## src/rtl/gate_bist_pkg.sv

```systemverilog
// gate_bist_pkg: shared state type and helpers for the single-input gate BIST engine
// Contents: state_t (IDLE/RUN/DONE), expected_y(), idx_w() for vec_idx width, STEP_W
package gate_bist_pkg;
    typedef enum logic [1:0] {IDLE, RUN, DONE} state_t;
    localparam int STEP_W = 8;
    function automatic logic expected_y(input logic a, input logic invert);
        return a ^ invert;
    endfunction
    function automatic int idx_w(input int n);
        return n > 1 ? $clog2(n) : 1;
    endfunction
endpackage

```

## src/rtl/gate_bist_ctrl_if.sv

```systemverilog
// gate_bist_ctrl_if: handshake and gate-drive bundle between the BIST engine and its environment
// master (engine): in start, dut_y; out dut_a, busy, done, pass, err_cnt[ERR_W], vec_idx[IDX_W]
// slave (environment): mirror of master
interface gate_bist_ctrl_if #(
    parameter int ERR_W = 4,
    parameter int IDX_W = gate_bist_pkg::idx_w(4)
);
    logic start, dut_a, dut_y, busy, done, pass;
    logic [ERR_W-1:0] err_cnt;
    logic [IDX_W-1:0] vec_idx;
    modport master (input start, dut_y, output dut_a, busy, done, pass, err_cnt, vec_idx);
    modport slave (output start, dut_y, input dut_a, busy, done, pass, err_cnt, vec_idx);
endinterface

```

## src/rtl/bist_step_timer.sv

```systemverilog
// bist_step_timer: counts the hold cycles of one vector and flags the sample cycle
// Ports: clk, rst_n (async active-low), clear (restart at 0), enable (count), last_step (count == STEP_CYCLES-1)
module bist_step_timer
    import gate_bist_pkg::*;
#(
    parameter int STEP_CYCLES = 10
) (
    input  logic clk,
    input  logic rst_n,
    input  logic clear,
    input  logic enable,
    output logic last_step
);
    logic [STEP_W-1:0] step_cnt;
    assign last_step = step_cnt == STEP_W'(STEP_CYCLES - 1);
    always_ff @(posedge clk or negedge rst_n)
        if (!rst_n) step_cnt <= '0;
        else if (clear) step_cnt <= '0;
        else if (enable) step_cnt <= last_step ? '0 : step_cnt + 1'b1;
endmodule

```

## src/rtl/gate_bist_ctrl.sv

```systemverilog
// gate_bist_ctrl: drives a single-input gate with 0,1,0,1... vectors and counts response mismatches
// Ports: clk, rst_n (async active-low), bus (gate_bist_ctrl_if.master: start, dut_y in;
//        dut_a, busy, done, pass, err_cnt, vec_idx out)
module gate_bist_ctrl
    import gate_bist_pkg::*;
#(
    parameter int STEP_CYCLES   = 10,
    parameter int NUM_VECTORS   = 4,
    parameter bit EXPECT_INVERT = 1,
    parameter int ERR_W         = 4
) (
    input logic clk,
    input logic rst_n,
    gate_bist_ctrl_if.master bus
);
    localparam int IDX_W = idx_w(NUM_VECTORS);
    localparam logic [IDX_W-1:0] LAST_VEC = IDX_W'(NUM_VECTORS - 1);
    state_t state, state_nxt;
    logic [IDX_W-1:0] vec_idx;
    logic [ERR_W-1:0] err_cnt, err_nxt;
    logic accept, last_step, sample, final_vec, miss;
    // start is honoured from IDLE and DONE only; a run in progress ignores it
    assign accept = bus.start && state != RUN;
    assign sample = state == RUN && last_step;
    assign final_vec = vec_idx == LAST_VEC;
    assign miss = bus.dut_y != expected_y(vec_idx[0], EXPECT_INVERT);
    // saturating increment: stop at all-ones rather than wrap
    assign err_nxt = (miss && !(&err_cnt)) ? err_cnt + 1'b1 : err_cnt;
    bist_step_timer #(.STEP_CYCLES(STEP_CYCLES)) u_timer (
        .clk(clk),
        .rst_n(rst_n),
        .clear(accept),
        .enable(state == RUN),
        .last_step(last_step)
    );
    always_ff @(posedge clk or negedge rst_n)
        if (!rst_n) state <= IDLE;
        else state <= state_nxt;
    always_comb begin
        state_nxt = accept ? RUN : (sample && final_vec) ? DONE : state;
    end
    always_ff @(posedge clk or negedge rst_n)
        if (!rst_n) begin
            vec_idx <= '0;
            err_cnt <= '0;
        end else if (accept) begin
            vec_idx <= '0;
            err_cnt <= '0;
        end else if (sample) begin
            err_cnt <= err_nxt;
            if (!final_vec) vec_idx <= vec_idx + 1'b1;
        end
    // outputs decode registered state only; pass reflects the err_cnt frozen in DONE
    always_comb begin
        bus.busy    = state == RUN;
        bus.done    = state == DONE;
        bus.pass    = state == DONE && err_cnt == '0;
        bus.dut_a   = state == RUN && vec_idx[0];
        bus.err_cnt = err_cnt;
        bus.vec_idx = vec_idx;
    end
endmodule
```

## src/flat_wrapper.sv

```systemverilog
// flat-port wrapper written by rule: the top's interface ports become plain ports
module gate_bist_ctrl_flat import gate_bist_pkg::*;
#(
    parameter int STEP_CYCLES   = 10,
    parameter int NUM_VECTORS   = 4,
    parameter bit EXPECT_INVERT = 1,
    parameter int ERR_W         = 4
)
  (clk, rst_n, bus_start, bus_dut_y, bus_dut_a, bus_busy, bus_done, bus_pass, bus_err_cnt, bus_vec_idx);
  gate_bist_ctrl_if #(.ERR_W(ERR_W)) bus_i ();
  input logic clk;
  input logic rst_n;
  input wire logic [$bits(bus_i.start)-1:0] bus_start;
  input wire logic [$bits(bus_i.dut_y)-1:0] bus_dut_y;
  output wire logic [$bits(bus_i.dut_a)-1:0] bus_dut_a;
  output wire logic [$bits(bus_i.busy)-1:0] bus_busy;
  output wire logic [$bits(bus_i.done)-1:0] bus_done;
  output wire logic [$bits(bus_i.pass)-1:0] bus_pass;
  output wire logic [$bits(bus_i.err_cnt)-1:0] bus_err_cnt;
  output wire logic [$bits(bus_i.vec_idx)-1:0] bus_vec_idx;
  assign bus_i.start = bus_start;
  assign bus_i.dut_y = bus_dut_y;
  assign bus_dut_a = bus_i.dut_a;
  assign bus_busy = bus_i.busy;
  assign bus_done = bus_i.done;
  assign bus_pass = bus_i.pass;
  assign bus_err_cnt = bus_i.err_cnt;
  assign bus_vec_idx = bus_i.vec_idx;
  gate_bist_ctrl #(.STEP_CYCLES(STEP_CYCLES), .NUM_VECTORS(NUM_VECTORS), .EXPECT_INVERT(EXPECT_INVERT), .ERR_W(ERR_W)) u_core (.clk(clk), .rst_n(rst_n), .bus(bus_i));
endmodule
```

## config.mk

```make
export PLATFORM = sky130hd
export DESIGN_NAME = gate_bist_ctrl_flat
export DESIGN_NICKNAME = d
export VERILOG_FILES = /design/src/rtl/gate_bist_pkg.sv /design/src/rtl/gate_bist_ctrl_if.sv /design/src/rtl/bist_step_timer.sv /design/src/rtl/gate_bist_ctrl.sv /design/src/flat_wrapper.sv
export SDC_FILE = /design/constraint.sdc
export NUM_CORES = 1
export LEC_CHECK = 0
export ABC_AREA = 0
export ABC_CLOCK_PERIOD_IN_PS = 4250
export CAP_MARGIN = 20
export CORE_MARGIN = 2
export CORE_UTILIZATION = 35
export CTS_BUF_LIST = sky130_fd_sc_hd__clkbuf_16
export DETAILED_ROUTE_END_ITERATION = 12
export MAX_ROUTING_LAYER = met4
export SLEW_MARGIN = 20
export SYNTH_ARGS = -nofsm -noshare
export SYNTH_HDL_FRONTEND = slang
export SYNTH_HIERARCHICAL = 1
export SYNTH_SLANG_ARGS = --single-unit
```

## constraint.sdc

```tcl
create_clock -name clk -period 4.25 [get_ports clk]
set_clock_uncertainty 0.05 [all_clocks]
set_input_delay 0.85 -clock clk [delete_from_list [all_inputs] [get_ports clk]]
set_output_delay 0.85 -clock clk [all_outputs]
set_load 0.1 [all_outputs]
```

==> Word level (Yosys, flattened, before mapping) <==
Cells that the tools add are included.
{ "word_totals": {"output_inout_bits": 10, "register_bits": 16, "elab_cells": 41} }
{ "op_classes": {"n_addsub": 3, "n_bitwise": 1, "eq_ne": 7, "n_reduce_logical": 15, "mux": 11} }
{ "ops": {"columns": ["op", "n"], "rows": [
  ["$mux 8", 3],
  ["$mux 4", 3],
  ["$mux 2", 5],
  ["$add 8x1->8 const B", 1],
  ["$eq 8x4->1 const B", 1],
  ["$reduce_bool 2->1", 4],
  ["$logic_and 1x1->1", 6],
  ["$add 4x1->4 const B", 1],
  ["$eq 2x2->1 const B", 2],
  ["$logic_not 4->1", 1],
  ["$ne 2x1->1 const B", 2],
  ["$reduce_and 2->1", 2],
  ["$reduce_and 4->1", 1],
  ["$add 2x1->2 const B", 1],
  ["$eq 2x1->1 const B", 1],
  ["$logic_not 1->1", 1],
  ["$ne 1x1->1", 1],
  ["$not 1->1", 1]
]} }

==> Depth between registers and ports, before layout <==
{ "logic_depth": {"word_depth": 6, "mapped_depth": 7, "ltp_nobuf": 7} }

==> Cells and area by module <==
Netlist, hierarchy kept.
{ "by_module_without_submodules": {"columns": ["module", "n_inst", "seq_area_each_um2", "area_each_um2", "cells_per_inst"], "rows": [
  ["gate_bist_ctrl", 1, 200.2, 474.2, 45],
  ["bist_step_timer", 1, 200.2, 462.9, 48]
]} }

==> Worst setup path after synthesis <==
OpenSTA, ideal clock, no wires.
{ "synth_path": {"path_type": "reg-to-output", "start": "register u_core.state[0]", "end": "output bus_pass", "path_stages_with_launch": 3, "t_required_ns": 3.350, "t_arrival_ns": 2.673, "setup_slack_ns": 0.677, "path_buffers": 0, "path_cell_list": "dfrtp_1 -> nor2_1 -> and3_1"} }
{ "synth_between": {"elab_chain_cells": 2} }
{ "synth_lines": {"columns": ["element", "line", "text"], "rows": [
  ["start: declaration", "gate_bist_ctrl.sv:18", "state_t state, state_nxt;"],
  ["start signal: assignment", "gate_bist_ctrl.sv:38", "else state <= state_nxt;"],
  ["$eq 2x2->1", null, null],
  ["via bus_done", "flat_wrapper.sv:17", "output wire logic [$bits(bus_i.done)-1:0] bus_done;"],
  ["$logic_and 1x1->1", "gate_bist_ctrl.sv:57", "bus.pass = state == DONE && err_cnt == '0;"],
  ["end: declaration", "flat_wrapper.sv:18", "output wire logic [$bits(bus_i.pass)-1:0] bus_pass;"]
]} }
The timed path passes the listed nets, and every way through them passes these cells.

==> Final worst setup path <==
{ "layout_path": {"start": "register u_core.state[1]", "end": "output bus_dut_a"} }
{ "layout_between": {"elab_chain_cells": 2} }
{ "layout_lines": {"columns": ["element", "line", "text"], "rows": [
  ["$eq 2x1->1", "gate_bist_ctrl.sv:58", "bus.dut_a = state == RUN && vec_idx[0];"],
  ["$logic_and 1x1->1", "gate_bist_ctrl.sv:58", null],
  ["end: declaration", "flat_wrapper.sv:15", "output wire logic [$bits(bus_i.dut_a)-1:0] bus_dut_a;"]
]} }
Every way passes these cells.

==> results_tabular.tex <==
\begin{tabular}{lr}
\hline
Metric & Value \\
\hline
\multicolumn{2}{l}{\textbf{Timing}} \\
\quad Count of final setup violators & 0 \\
\quad Pins over their slew limit & 0 \\
\quad Highest achievable clock rate & about 320 MHz \\
\quad Final critical-path required period & approximately 3.1 ns \\
\quad Normalized max-slew margin & 0.350 \\
\quad Setup TNS & 0 ns \\
\quad Worst-margin pin slew & 0.972 ns \\
\quad Final period util & 0.740 \\
\quad Unrepaired setup endpoints after global routing & false \\
\quad Total count of hold-check failures in the final report & 0 \\
\multicolumn{2}{l}{\textbf{CTS}} \\
\quad Post\_cts resized & 0 \\
\quad Bufs on Longest Clock Path & 2 \\
\quad CTS Hold Buffers Added & 0 \\
\quad Clock latency on the worst-skew pair & 0.25 ns \\
\quad CTS clock-pin slew for the worst setup and hold paths & 0.05 ns \\
\quad Clock buffers created by TritonCTS & 3 \\
\quad TritonCTS sink count & 16 \\
\quad \# Post-CTS Setup Buffers & 0 \\
\quad Number of H-tree branching levels & 1 \\
\quad TritonCTS clock tree & done \\
\quad Master cell of the clock root buffer & clkbuf\_16 \\
\multicolumn{2}{l}{\textbf{Finish}} \\
\quad Filler cells & 240 \\
\quad Antenna diode count & 0 \\
\quad Commonest cells after routing, fill and taps aside & 16 x dfrtp\_1, 13 x clkdlybuf4s50\_1, 10 x o21ai\_0 \\
\quad Area added between synthesis and finish & 25.9\% \\
\quad Final non-filler cell total & 139 \\
\quad Area used by multi-input combinational logic & 503 um2 \\
\quad Total Nets Final & 120 \\
\quad Register cell area after layout & 400 um2 \\
\quad Most frequent standard cell in the layout excluding fill and tap cells & dfrtp\_1 \\
\quad Share of layout cells above drive strength 1 & 0.138 \\
\multicolumn{2}{l}{\textbf{Route}} \\
\quad Post-route DRC & 0 \\
\quad Router iterations before antenna repair & 4 \\
\quad Average wire length per cell after detail routing & between 10 and 15 um \\
\quad Drt via density & 5.32 \\
\quad Total Routed Length & between 1.5 and 2 mm \\
\quad Number of nets with antenna violations after routing & 0 \\
\quad Total via count after detailed routing & 740 \\
\quad Initial detailed-routing violation count & 20 \\
\multicolumn{2}{l}{\textbf{Place}} \\
\quad \# placed instances & 136 \\
\quad Count of buffers from port buffering & 13 \\
\quad Global placement routability congestion & 0.802 \\
\quad DPL Wire Length & 1.40 mm \\
\multicolumn{2}{l}{\textbf{Critical path}} \\
\quad Slowest cell on the critical path & clkdlybuf4s50\_1 \\
\quad Worst r2r dst & u\_core/u\_timer/step\_cnt[4]\$\_DFFE\_PN0P\_ \\
\quad Critical Path Max Stage Delay & 1.12 ns \\
\quad R2R cell count & 5 \\
\quad Element type at the critical path start & flop \\
\quad Critical path data required time & about 3.4 ns \\
\quad Crit path capture type & primary output \\
\quad Largest fanout of any net on the critical path & 13 \\
\quad Kind of critical path & reg -> out \\
\quad Ordered list of cells on the worst path & and2b\_4, and2\_1, clkdlybuf4s50\_1 \\
\quad Reg-to-reg slack, setup & approximately 2.2 ns \\
\quad Critical path data arrival time & 2.25 ns \\
\quad Startpoint of the lowest-slack register-to-register path & u\_core/state[0]\$\_DFFE\_PN0P\_ \\
\multicolumn{2}{l}{\textbf{Global routing}} \\
\quad Met3 demand-to-capacity share in global routing & 0.0349 \\
\quad Total global-route track usage & 0.141 \\
\quad Pin count of the biggest net entering global routing & 17 \\
\quad Met2 usage in global routing & 0.209 \\
\quad Remaining global-route overflow & 0 \\
\quad Layer with the highest usage & met2 \\
\quad Met1 Usage GRT & 0.178 \\
\quad Via count of the first global-routing pass & about 710 \\
\quad Initial antenna violation count & 0 \\
\quad Wire length of the first global-routing pass & 3.28 mm \\
\multicolumn{2}{l}{\textbf{Logic synthesis}} \\
\quad Gate count of the mapped netlist & 93 \\
\quad Proportion of synthesized chip area in sequential cells & 0.427 \\
\quad Number of synthesized register bits & 16 \\
\quad Portion of synthesized cell area occupied by the leading cell type & 0.427 \\
\quad Syn avg cell area & 10.1 um2 \\
\quad Total standard cell area after synthesis & between 900 and 1000 um2 \\
\quad Net count after synthesis & 102 \\
\quad Leading cell types by total area after synthesis & dfrtp\_1 43\%, ha\_1 6.7\%, mux2i\_1 5.3\% \\
\quad Area leader, netlist & dfrtp\_1 \\
\quad Netlist cell types & 33 \\
\quad Count of yosys warnings during synthesis & 6 \\
\multicolumn{2}{l}{\textbf{Floorplanning}} \\
\quad Initial core utilization & 0.375 \\
\quad Site row count & 18 \\
\quad Ports placed on the boundary & 14 \\
\quad Total die area & 3110 um2 \\
\quad Die Y & 55.7 um \\
\quad Die X-Extent & 55.7 um \\
\quad Area of the core region & 2500 um2 \\
\multicolumn{2}{l}{\textbf{Run}} \\
\quad Count of max-cap constraint violations & 0 \\
\multicolumn{2}{l}{\textbf{Hold path}} \\
\quad Startpoint of the tightest hold check path & u\_core/bus.err\_cnt[3]\$\_DFFE\_PN0P\_ \\
\quad Endpoint of the worst hold path & u\_core/bus.err\_cnt[3]\$\_DFFE\_PN0P\_ \\
\quad Hold crit path type & reg -> reg \\
\quad Min-Delay Path Depth & 1 \\
\multicolumn{2}{l}{\textbf{Outcome}} \\
\quad Run status & completed \\
\hline
\end{tabular}
-- sequential cells by signal, summed over array words and instances (netlist names) --
name,cells
u_core/bus.err_cnt,4
u_core/bus.vec_idx,2
u_core/state,2
u_core/u_timer/step_cnt,8
-- area by class of cell --
cell class,count,area share
flip-flops and latches,16,0.339
multi-input cells,68,0.426
repair buffers,13,0.110
inverters,9,0.0286
well taps,30,0.0318
clock buffers,3,0.0636
-- worst max-delay path by stage --
stage / from / endpoint / slack, ns / depth (start not counted)
CTS: u_core/state[1]$_DFFE_PN0P_ / bus_dut_a / 1.10 / 3
floorplan: u_core/state[0]$_DFFE_PN0P_ / bus_pass / 0.68 / 2
detailed placement: u_core/state[1]$_DFFE_PN0P_ / bus_dut_a / 1.37 / 3
finish: u_core/state[1]$_DFFE_PN0P_ / bus_dut_a / 1.10 / 3
global route: u_core/state[1]$_DFFE_PN0P_ / bus_dut_a / 1.04 / 3
global placement: u_core/state[1]$_DFFE_PN0P_ / bus_dut_a / 1.39 / 3
-- synth_stat cells (all sizes together) --
library cell / instances
nand2: 4
or3: 3
and3b: 1
nand3: 3
or3b: 1
a21o: 1
or4b: 1
nor2: 8
o31ai: 1
and3: 2
or2: 1
nand4: 3
a21oi: 6
dfrtp: 16
o211ai: 1
xnor2: 2
ha: 5
xor2: 2
inv: 9
mux2i: 5
nor2b: 2
and2: 1
o41ai: 1
and4bb: 1
o2111ai: 1
o21ai: 10
o311ai: 1
and2b: 1
-- through the flow --
stage,util,cell area [um2],hold slack [ns],worst slack [ns]
after floorplan,-,937,0.466,0.677
after global placement,0.442,1100,0.475,1.39
after detailed placement,0.442,1100,0.483,1.37
after CTS,0.472,1180,0.490,1.10
after global routing,0.472,1180,0.528,1.04
final,0.472,1180,0.476,1.10
-- layer usage --
metal / up-vias / share of wire
met4: 0 / 0.021
met1: 357 / 0.48
met2: 11 / 0.46
li1: 368 / -
met5: - / 0
met3: 4 / 0.034
-- critical path: cells and delay by family, from the launching register on --
kind                   cells  cell delay [ns]
DFF                        1             0.39
and+or+nand+nor            2             0.48
buffers and inverters      1             1.12
-- cells by family (layout without fill, tap and decap cells) --
group / Yosys count / after routing / synth area share
and+or+nand+nor: 32 / 32 / 0.219
AOI/OAI and AO/OA: 22 / 22 / 0.152
adders and majority gates: 5 / 5 / 0.0668
DFF: 16 / 16 / 0.427
xor gates and xnor gates: 4 / 4 / 0.0454
buffers and inverters: 9 / 25 / 0.0360
muxes: 5 / 5 / 0.0534
Power is not shown: default switching activity piles up to over one toggle a cycle in this logic, so the estimate is an artifact.
